**src/rtl/bus_pkg.sv**
```systemverilog
// Shared bus definitions used by the bus driver and the bus receiver.
package bus_pkg;

    localparam int BUS_W    = 4;
    localparam int RX_DEPTH = 4;

    typedef logic [BUS_W-1:0] bus_word_t;

endpackage

```
**src/rtl/bus_fifo_mem.sv**
```systemverilog
// Receive FIFO storage: synchronous write port, asynchronous read port.
module bus_fifo_mem #(
    parameter int WIDTH = 4,
    parameter int DEPTH = 4
) (
    input  logic                     clk,
    input  logic                     we,
    input  logic [$clog2(DEPTH)-1:0] waddr,
    input  logic [WIDTH-1:0]         wdata,
    input  logic [$clog2(DEPTH)-1:0] raddr,
    output logic [WIDTH-1:0]         rdata
);

    logic [WIDTH-1:0] mem [DEPTH];

    always_ff @(posedge clk) begin
        if (we) begin
            mem[waddr] <= wdata;
        end
    end

    assign rdata = mem[raddr];

endmodule

```
**src/rtl/bus_rx.sv**
```systemverilog
// Bus receive end: captures strobed words into a FWFT FIFO with
// valid/ready output, back-pressure and a saturating drop counter.
module bus_rx
    import bus_pkg::*;
#(
    parameter int WIDTH = BUS_W,
    parameter int DEPTH = RX_DEPTH,
    parameter int CNT_W = 4
) (
    input  logic                       clk,
    input  logic                       rst_n,
    input  logic [WIDTH-1:0]           bus_data,
    input  logic                       bus_valid,
    output logic                       bus_ready,
    output logic [WIDTH-1:0]           out_data,
    output logic                       out_valid,
    input  logic                       out_ready,
    output logic [$clog2(DEPTH+1)-1:0] level,
    output logic [CNT_W-1:0]           drop_cnt
);

    localparam int PTR_W = $clog2(DEPTH);
    localparam int LVL_W = $clog2(DEPTH+1);

    logic [PTR_W-1:0] wr_ptr;
    logic [PTR_W-1:0] rd_ptr;
    logic [PTR_W-1:0] rd_nxt;
    logic [LVL_W-1:0] lvl_nxt;
    logic [WIDTH-1:0] rd_word;
    logic             wr;
    logic             rd;
    logic             drop;
    logic             bypass;

    assign bus_ready = (level != LVL_W'(DEPTH));
    assign out_valid = (level != '0);

    assign wr   = bus_valid & bus_ready;
    assign rd   = out_valid & out_ready;
    assign drop = bus_valid & ~bus_ready;

    assign rd_nxt = rd ? rd_ptr + PTR_W'(1) : rd_ptr;

    // The new head is the word being written when the FIFO drains to
    // empty before this write lands.
    assign bypass = wr && (level == (rd ? LVL_W'(1) : LVL_W'(0)));

    always_comb begin
        lvl_nxt = level;
        case ({wr, rd})
            2'b10:   lvl_nxt = level + LVL_W'(1);
            2'b01:   lvl_nxt = level - LVL_W'(1);
            default: lvl_nxt = level;
        endcase
    end

    bus_fifo_mem #(
        .WIDTH (WIDTH),
        .DEPTH (DEPTH)
    ) u_mem (
        .clk   (clk),
        .we    (wr),
        .waddr (wr_ptr),
        .wdata (bus_data),
        .raddr (rd_nxt),
        .rdata (rd_word)
    );

    always_ff @(posedge clk or negedge rst_n) begin
        if (!rst_n) begin
            wr_ptr   <= '0;
            rd_ptr   <= '0;
            level    <= '0;
            drop_cnt <= '0;
            out_data <= '0;
        end else begin
            if (wr) begin
                wr_ptr <= wr_ptr + PTR_W'(1);
            end
            rd_ptr <= rd_nxt;
            level  <= lvl_nxt;
            if (drop && drop_cnt != '1) begin
                drop_cnt <= drop_cnt + CNT_W'(1);
            end
            if (lvl_nxt != '0) begin
                out_data <= bypass ? bus_data : rd_word;
            end
        end
    end

endmodule

```
**config.mk**
```make
export PLATFORM = sky130hd
export DESIGN_NAME = bus_rx
export DESIGN_NICKNAME = d
export VERILOG_FILES = /design/src/rtl/bus_pkg.sv /design/src/rtl/bus_fifo_mem.sv /design/src/rtl/bus_rx.sv
export SDC_FILE = /design/constraint.sdc
export NUM_CORES = 1
export LEC_CHECK = 0
export CAP_MARGIN = 10
export CORE_UTILIZATION = 40
export DETAILED_ROUTE_END_ITERATION = 10
export PLACE_DENSITY = 0.62
export SETUP_SLACK_MARGIN = 0.02
export SYNTH_ARGS = -nofsm -noshare
export SYNTH_HDL_FRONTEND = slang
export SYNTH_SLANG_ARGS = --single-unit
```
**constraint.sdc**
```tcl
create_clock -name clk -period 4 [get_ports clk]
set_clock_uncertainty 0.2 [all_clocks]
set_input_delay 0.8 -clock clk [delete_from_list [all_inputs] [get_ports clk]]
set_output_delay 0.8 -clock clk [all_outputs]
set_load 0.01 [all_outputs]
```
==> flow_summary_export.csv, run 1 <==
group,metric,value,unit
status,outcome,"finished clean",
grt,antenna_found_initial,0,
logic_synthesis,synth_fa_ha_area_share,6.07,%
critical_path,cp.arrival,3480,ps
critical_path,startpoint,"out_ready",
die,core_area,0.00372,mm^2
final_layout,diodes,0,
routing,wire_per_inst,15.5,um
clock_network,cts.sinks,31,
clock_network,holdBufCountCts,0,
sta,max_freq,284,MHz
critical_path,timing.rr.start,"level[0]",
placement,numPortBuffers,20,
die,die_area,0.00417,mm^2
grt,grt_usage,16.9,%
placement,place_hpwl,2350,um
grt,grt_pass1_wl,5150,um
die,num_rows,22,
routing,drtIter0Drc,57,
pwr,p_leak,0.767,nW
critical_path,start_kind,"input pin",
critical_path,worstRegToRegCells,10,
logic_synthesis,syn_area,0.00157,mm^2
logic_synthesis,syn-num-nets,148,
final_layout,fillers,346,
clock_network,clk_latency,270,ps
die,initial_utilization,42.2,%
clock_network,cts_setup_buffers,0,
routing,vias,1076,
routing,viasPerCell,5.27,
final_layout,syn2layout_area_growth,19.6,%
grt,grt_pass1_vias,1049,
critical_path,cp_max_fo,12,
logic_synthesis,synth_top_area_cell,"edfxtp_1",
critical_path,critPathRequiredTime,3960,ps
routing,dr.pass1.iters,4,
clock_network,clk_pin_slew,60,ps
logic_synthesis,synth.top_cell.area_share,30.7,%
sta,fin_setup_tns,0,ps
critical_path,cpPeakStageDelay,490,ps
logic_synthesis,synth_area_leaders,"edfxtp_1 31%, dfrtp_1 24%, ha_1 4.8%",
logic_synthesis,synth-seq-area-share,54.6,%
logic_synthesis,synthSimpleGateAreaFrac,13.1,%
sta,min_period,3520,ps
final_layout,drive_above_1_share,10.3,%
placement,place_inst,196,
final_layout,finalNetCount,170,
sta,rsz0062_at_grt,"false",
critical_path,critPathSlowestCell,"clkdlybuf4s50_1",
logic_synthesis,synth_cells,133,
sta,tightest_slew,848,ps
worst_hold_path,hp-start,"drop_cnt[3]",
logic_synthesis,yosys.area_share.xor_xnor,5.51,%
critical_path,path_class,"input pin to flop",
logic_synthesis,synth_warnings,0,
clock_network,cts_root_buf,"clkbuf_8",
logic_synthesis,synth-seq-cells,31,
job,drv_cap,0,
sta,finalSetupViolations,0,
grt,grt_max_degree,16,
logic_synthesis,synth_mux_area_share,7.11,%
clock_network,cts_resized,0,
routing,totalWireLength,3160,um
sta,finalHoldViolations,0,
clock_network,h-tree-depth,2,
critical_path,crit_top_cell,"xor2_1",
die,die_w,64.6,um
sta,slew_viol_final,0,
die,die_h,64.6,um
worst_hold_path,min_path_cells,1,
clock_network,cts_buffers,5,
die,pin_count,21,
worst_hold_path,hp-class,"flop to flop",
logic_synthesis,avgSynthCellArea,11.8,um^2
critical_path,crit_chain,"clkdlybuf4s50_1 > o31ai_2 > inv_2 > ha_1 > inv_1 > fa_1 > xor2_1 > nor2_1 > xor2_1 > or3_1 > mux2_4",
placement,routabilityCongestion,0.936,
pwr,ir_drop,319,uV
clock_network,cts.path.max_buffers,2,
logic_synthesis,synth_compound_area_share,8.23,%
pwr,p_per_area,766,mW/mm^2
routing,drc_errors,0,
final_layout,finalNonFillerCells,204,
routing,ant_nets,0,
logic_synthesis,synth_top_family_by_area,"simple AND/OR/NAND/NOR gates",
sta,maxSlewHeadroom,43.1,%
logic_synthesis,synth_cell_types,37,
critical_path,cp-end-kind,"flop",
clock_network,cts_tree,"done",
sta,finalCritPeriodShare,87.9,%
critical_path,rrSetupSlack,600,ps
grt,grt-ovfl-total,0,
-- cells in the mapped netlist --
master	n
a21oi_1	1
ha_1	6
a211oi_1	1
and2_1	4
nand4_1	1
or3_1	4
xnor2_1	5
a311oi_1	1
buf_2	1
nand2b_1	2
clkbuf_1	2
buf_6	2
o31ai_2	1
fa_1	1
dfrtp_1	15
o21ai_0	4
o221ai_1	1
mux2_1	1
xnor2_2	1
edfxtp_1	16
inv_2	3
and3_1	7
nand3_1	3
mux2i_1	4
a31oi_1	3
nor3_1	7
and4_1	1
o22ai_1	2
nand2_1	4
mux2_2	4
inv_1	9
xor2_1	3
o211ai_1	2
o21ai_1	4
mux2_4	1
clkinv_1	1
nor2_1	5
-- cells by family (layout without fill, tap and decap cells) --
logic type                 after synthesis  count (layout)
and+or+nand+nor                         38              38
DFF                                     31              31
buffers and inverters                   18              41
muxes                                   10              10
adders and majority gates                7               7
AOI/OAI and AO/OA                       20              20
xor gates and xnor gates                 9               9
-- cell usage in the layout (no fill, tap or decap), drive strengths merged --
master | Yosys | routed
nand4 | 1 | 1
ha | 6 | 6
inv | 12 | 12
dfrtp | 15 | 15
a21oi | 1 | 1
mux2i | 4 | 4
a311oi | 1 | 1
and3 | 7 | 7
nand3 | 3 | 3
nand2b | 2 | 2
xor2 | 3 | 3
xnor2 | 6 | 6
o221ai | 1 | 1
o31ai | 1 | 1
fa | 1 | 1
mux2 | 6 | 6
nand2 | 4 | 4
nor2 | 5 | 5
a31oi | 3 | 3
a211oi | 1 | 1
edfxtp | 16 | 16
and4 | 1 | 1
clkinv | 1 | 2
or3 | 4 | 4
o21ai | 8 | 8
o211ai | 2 | 2
nor3 | 7 | 7
clkbuf | 2 | 7
and2 | 4 | 4
clkdlybuf4s50 | 0 | 20
o22ai | 2 | 2
-- through the flow --
| step | setup WS [ps] | utilization (%) | power (mW) | hold WS, ps | area (um^2) |
|---|---|---|---|---|---|
| final | 484 | 50.4 | 1.43 | 298 | 1870 |
| after global routing | 368 | 50.4 | 1.54 | 322 | 1870 |
| after CTS | 489 | 50.4 | 1.46 | 302 | 1870 |
| after detailed placement | 249 | 48.2 | 1.22 | 294 | 1790 |
| after global placement | 323 | 48.2 | 1.19 | 287 | 1790 |
| after floorplan | 1000 | - | 0.995 | 304 | 1570 |
-- per-layer routing --
layer | up-vias | routed length [um] | track usage, %
li1 | 516 | - | -
met5 | - | 0 | 0
met4 | 0 | 56 | 7.78
met1 | 511 | 1360 | 21.3
met2 | 43 | 1520 | 26.1
met3 | 6 | 224 | 5.81
-- path summary, 6_finish.rpt --
| check | end |
|---|---|
| setup / recovery | out_data[0] |
| hold / removal | drop_cnt[3] |
| setup reg to reg | out_data[0] |
| hold reg to reg | drop_cnt[3] |
| max in group asynchronous | level[1] |
| min in group asynchronous | out_data[1] |
-- state kept, by name (all words and copies together), names as in the netlist --
signal and count:
drop_cnt 4, level 3, out_data 4, rd_ptr 2, u_mem.mem 16, wr_ptr 2
-- critical path: cells and delay by family --
| kind | cells | cell delay (ps) |
|---|---|---|
| compound gates | 1 | 190 |
| xor+xnor | 2 | 310 |
| fa+ha+maj | 2 | 600 |
| buf+inv | 3 | 740 |
| mux | 1 | 330 |
| simple gates | 2 | 500 |
-- layout make-up --
class                           count  area (um^2)  area share [%]
Inverter                           13         48.8            2.61
Clock inverter                      1         5.00           0.267
Multi-Input combinational cell     84          627            33.5
Tap cell                           48         60.1            3.21
Sequential cell                    31          856            45.7
Clock buffer                        7         76.3            4.07
Timing Repair Buffer               20          200            10.7
-- report_power, final --
part	internal (mW)	switching (mW)	leakage, nW
Clock	0.122	0.107	0.0422
Combinational	0.327	0.311	0.398
Sequential	0.453	0.115	0.327
Note: power is estimated with default switching activity, not from simulation.
==> run 2, diff against run 1 <==
Settings changed: PLACE_DENSITY 0.62 to 0.63, SYNTH_HIERARCHICAL set to 1.
==> flow_summary_export.csv, run 2 <==
group,metric,value,unit
status,outcome,"finished clean",
final_layout,finalNonFillerCells,157,
sta,fin_setup_tns,0,ps
critical_path,cp-end-kind,"flop",
clock_network,cts_buffers,5,
die,die_area,0.00367,mm^2
die,num_rows,20,
sta,hold_ws,319,ps
critical_path,start_kind,"input pin",
pwr,p_leak,0.672,nW
critical_path,cp.arrival,3070,ps
placement,place_hpwl,1590,um
logic_synthesis,avgSynthCellArea,16.4,um^2
grt,grt-ovfl-total,0,
pwr,power_frac_comb,45.0,%
worst_hold_path,hp-class,"flop to flop",
critical_path,path_buf_inv,2,
clock_network,holdBufCountCts,0,
clock_network,cts_setup_buffers,0,
final_layout,reg_top3,"u_mem/mem (16), drop_cnt (4), out_data (4)",
final_layout,fillers,285,
final_layout,diodes,0,
final_layout,drive_above_1_share,17.7,%
clock_network,clk_pin_slew,100,ps
critical_path,cp_max_fo,4,
routing,drc_errors,0,
sta,rsz0062_at_grt,"false",
critical_path,crit_top_cell,"xor2_1",
grt,antenna_found_initial,0,
clock_network,cts_resized,0,
placement,placed_area,0.00164,mm^2
sta,finalWorstSetupSlack,942,ps
clock_network,clk_latency,330,ps
pwr,intPower,0.875,mW
routing,ant_nets,0,
sta,min_period,3060,ps
pwr,power.total,1.28,mW
die,initial_utilization,43.6,%
logic_synthesis,synth_cells,84,
placement,routabilityCongestion,0.763,
clock_network,cts.sinks,31,
logic_synthesis,yosysMostFrequentCell,"edfxtp_1",
grt,grt_pass1_vias,790,
routing,viasPerCell,4.75,
grt,grt_pass1_wl,3680,um
worst_hold_path,min_path_cells,1,
logic_synthesis,synth_area_leaders,"edfxtp_1 35%, dfrtp_1 27%, mux4_1 7.7%",
final_layout,mostFrequentLayoutCells,"20 x clkdlybuf4s50_1, 16 x edfxtp_1, 15 x dfrtp_1",
critical_path,critPathSlowestCell,"clkdlybuf4s50_1",
grt,grt_max_degree,16,
die,die_h,60.6,um
placement,numPortBuffers,20,
clock_network,cts.path.max_buffers,2,
logic_synthesis,synthArstFlopShare,48.4,%
pwr,switching_share,31.9,%
die,die_w,60.6,um
critical_path,critPathTopFamily,"adder cells",
sta,tightest_slew,669,ps
placement,place_inst,149,
clock_network,h-tree-depth,2,
job,drv_cap,0,
critical_path,critPathRequiredTime,4010,ps
logic_synthesis,synth-seq-cells,31,
final_layout,final-seq-area,856,um^2
critical_path,cp.depth,9,
final_layout,utilization,53.6,%
logic_synthesis,synth-seq-area-share,62.3,%
logic_synthesis,synth_common_cells,"16 x edfxtp_1, 15 x dfrtp_1, 6 x inv_1, 6 x xor2_1",
critical_path,path_class,"input pin to flop",
clock_network,cts_tree,"done",
logic_synthesis,synth.top_cell.area_share,35.0,%
critical_path,cpPeakStageDelay,490,ps
critical_path,worstRegToRegCells,7,
sta,slew_viol_final,0,
routing,drtIter0Drc,20,
final_layout,finalNetCount,123,
placement,pre_cts_ws,567,ps
pwr,p_per_area,759,mW/mm^2
final_layout,largest_reg_flops,16,
grt,grt_usage,14.9,%
routing,dr.pass1.iters,4,
pwr,sequentialPowerShare,41.8,%
pwr,p_sw,0.409,mW
logic_synthesis,synth_warnings,6,
routing,wire_per_inst,13.5,um
final_layout,final_area,0.00169,mm^2
final_layout,syn2layout_area_growth,23.0,%
clock_network,cts_root_buf,"clkbuf_4",
routing,vias,745,
sta,finalHoldViolations,0,
final_layout,multiInputGateArea,495,um^2
pwr,clock_power_share,13.2,%
routing,totalWireLength,2120,um
sta,finalSetupViolations,0,
die,pin_count,21,
pwr,ir_drop,315,uV
critical_path,crit_chain,"clkdlybuf4s50_1 > and2_1 > ha_1 > inv_1 > fa_1 > xor2_1 > xor2_1 > a32o_2 > mux2_4",
logic_synthesis,synth_cell_types,24,
sta,maxSlewHeadroom,55.3,%
die,core_area,0.00315,mm^2
sta,finalCritPeriodShare,76.4,%
final_layout,largest-register,"u_mem/mem",
logic_synthesis,synth_top_area_cell,"edfxtp_1",
logic_synthesis,syn_area,0.00137,mm^2
logic_synthesis,synth_flop_cell,"edfxtp_1",
logic_synthesis,syn-num-nets,95,
logic_synthesis,synth_edf_count,16,
sta,max_freq,327,MHz
final_layout,layout_commonest_cell,"clkdlybuf4s50_1",
[run 2: cell count changes in the layout (fill, tap and decap cells not counted), moves of 5 or more]
cell | previous run | this run
clkbuf_8 | 5 | 0
clkbuf_4 | 0 | 5
and3_1 | 7 | 2
nor3_1 | 7 | 1
[run 2: area by class of cell]
cell class	instances	share of cell area [%]
Tap cell	44	3.26
Timing Repair Buffer	21	12.3
Clock inverter	2	0.740
Inverter	6	1.33
Clock buffer	6	2.44
Sequential cell	31	50.6
Multi-Input combinational cell	47	29.3
[run 2: logic make-up after synthesis]
logic type | count (synthesis) | share of synthesized area (%)
multiplexers | 13 | 16.1
AO/OA/AOI/OAI | 3 | 2.09
buffers and inverters | 6 | 1.64
XOR/XNOR | 11 | 7.01
AND/OR/NAND/NOR | 17 | 7.56
adder cells (fa/ha/maj) | 3 | 3.28
flip-flops | 31 | 62.3
[run 2: final timing paths]
kind,from,to,slack [ps]
setup / recovery,out_ready,out_data[2],940
hold reg to reg,out_data[1],out_data[1],320
min in group asynchronous,rst_n,out_data[3],670
max in group asynchronous,rst_n,wr_ptr[1],2490
hold / removal,out_data[1],out_data[1],320
setup reg to reg,level[2],out_data[0],1110
[run 2: power by group through the flow]
stage	registers, mW	logic (mW)	clock network, mW
3_3_place_gp	0.538	0.577	0
2_1_floorplan	0.551	0.375	0
6_report	0.536	0.578	0.169
5_1_grt	0.551	0.639	0.194
4_1_cts	0.536	0.587	0.178
3_5_place_dp	0.544	0.583	0
[run 2: per-layer routing]
metal	global-route usage, %	part of all wire (%)	up-vias
li1	-	-	363
met3	6.40	4.3	2
met5	0	0	-
met2	23.1	49	15
met4	8.77	1.5	0
met1	17.4	45	365
==> run 3, diff against run 2 <==
Clock period 4 ns to 2.9 ns, I/O delays scaled along.
==> flow_summary_export.csv, run 3 (synthesis results as in run 2) <==
group,metric,value,unit
status,outcome,"finished clean",
placement,pre_cts_ws,-212,ps
routing,wire_per_inst,14.4,um
worst_hold_path,min_path_cells,1,
grt,grt_pass1_wl,3750,um
sta,finalHoldViolations,0,
clock_network,cts.path.max_buffers,2,
pwr,clock_power_share,16.1,%
sta,finalWorstSetupSlack,143,ps
critical_path,rrSetupSlack,140,ps
sta,slew_viol_final,0,
routing,viasPerCell,4.76,
final_layout,finalNetCount,136,
final_layout,reg_top3,"u_mem/mem (16), drop_cnt (4), out_data (4)",
sta,maxSlewHeadroom,50.5,%
critical_path,cp.arrival,2780,ps
routing,wl_met3,93,um
worst_hold_path,hp-start,"drop_cnt[3]",
sta,min_period,2760,ps
die,die_h,60.6,um
sta,finalSetupViolations,0,
final_layout,largest-register,"u_mem/mem",
critical_path,start_kind,"flop",
placement,place_inst,158,
clock_network,clk_pin_slew,100,ps
final_layout,mostFrequentLayoutCells,"20 x clkdlybuf4s50_1, 16 x edfxtp_1, 14 x buf_4",
final_layout,layout_commonest_cell,"clkdlybuf4s50_1",
routing,dr.pass1.iters,4,
job,drv_cap,0,
routing,totalWireLength,2450,um
die,core_area,0.00315,mm^2
clock_network,cts.sinks,31,
sta,hold_ws,306,ps
grt,grt-ovfl-total,0,
pwr,p_leak,0.751,nW
pwr,sequentialPowerShare,37.1,%
sta,fin_setup_tns,0,ps
critical_path,cp_max_fo,5,
pwr,ir_drop,544,uV
routing,drc_errors,0,
worst_hold_path,min_to,"drop_cnt[3]",
critical_path,critPathRequiredTime,2920,ps
placement,numPortBuffers,20,
die,die_w,60.6,um
clock_network,holdBufCountCts,0,
pwr,switching_share,30.9,%
die,initial_utilization,43.6,%
routing,vias,809,
grt,antenna_found_initial,0,
critical_path,cp-end-kind,"flop",
die,die_area,0.00367,mm^2
critical_path,reg2reg_to,"out_data[3]",
critical_path,timing.rr.start,"level[1]",
routing,met1Wirelength,1130,um
routing,maxUsedRoutingLayer,"met4",
final_layout,diodes,0,
die,num_rows,20,
routing,drtIter0Drc,23,
routing,ant_nets,0,
clock_network,h-tree-depth,2,
sta,tightest_slew,740,ps
sta,max_freq,363,MHz
pwr,p_per_area,1110,mW/mm^2
placement,place_hpwl,1670,um
worst_hold_path,hp-class,"flop to flop",
pwr,intPower,1.40,mW
routing,wl_met2,1160,um
final_layout,drive_above_1_share,30.2,%
clock_network,clk_latency,330,ps
pwr,p_sw,0.626,mW
critical_path,worstRegToRegCells,9,
sta,rsz0062_at_grt,"false",
grt,grt_pass1_vias,790,
final_layout,largest_reg_flops,16,
clock_network,cts_buffers,5,
grt,grt_max_degree,16,
sta,finalCritPeriodShare,95.1,%
pwr,power_frac_comb,46.8,%
final_layout,syn2layout_area_growth,32.9,%
clock_network,cts_tree,"done",
critical_path,path_class,"flop to flop",
clock_network,cts_root_buf,"clkbuf_4",
die,pin_count,21,
final_layout,finalNonFillerCells,170,
grt,grt_usage,15.4,%
placement,routabilityCongestion,0.801,
pwr,power.total,2.02,mW
-- run 3: worst max-delay path, stage by stage (launching register included) --
cell and delay, ps:
dfrtp_2 480, nor3_4 220, inv_2 50, and2_1 170, buf_4 140, xor2_1 130
buf_4 170, mux4_1 560, mux2_2 280, mux2_4 260
-- run 3: how the worst max path moves through the flow --
stage	startpoint	end	slack (ps)	cells after the start
after global placement	bus_valid	out_data[3]	-180	9
final	level[1]	out_data[3]	140	9
after global routing	level[1]	out_data[1]	6	10
after detailed placement	out_ready	out_data[1]	-210	9
after CTS	level[2]	out_data[3]	20	9
after floorplan	level[2]	out_data[0]	130	7
-- run 3: final cells by class --
cell class                      instances  area (um^2)
Clock buffer                            5         37.5
Timing Repair Buffer                   34          305
Clock inverter                          3         38.8
Inverter                                6         22.5
Sequential cell                        31          860
Tap cell                               44         55.1
Multi-Input combinational cell         47          507
Fill cell                             278         1330
-- run 3: per-layer routing --
| metal | track usage (%) | up-vias |
|---|---|---|
| met5 | 0 | - |
| met4 | 11.7 | 0 |
| met3 | 4.48 | 8 |
| met2 | 23.2 | 19 |
| met1 | 18.8 | 394 |
| li1 | - | 388 |
-- run 3: per-stage QoR --
step                      cell area, um^2  util [%]
after CTS                            1780      56.5
after global placement               1700      54.0
after floorplan                      1370         -
after global routing                 1830      57.9
final                                1830      57.9
after detailed placement             1700      54.0
-- run 3: power by group through the flow --
stage	clock, mW	sequential (mW)	combinational (mW)
floorplan	0	0.760	0.517
global placement	0	0.740	0.883
detailed placement	0	0.745	0.900
CTS	0.333	0.739	0.909
global route	0.356	0.771	1.03
finish	0.325	0.751	0.947
-- run 3: repair_timing --
| item | CTS | global route |
|---|---|---|
| setup endpoints to repair | 0 | 4 |
| resized for setup | 0 | 6 |
| setup buffers | 0 | 4 |
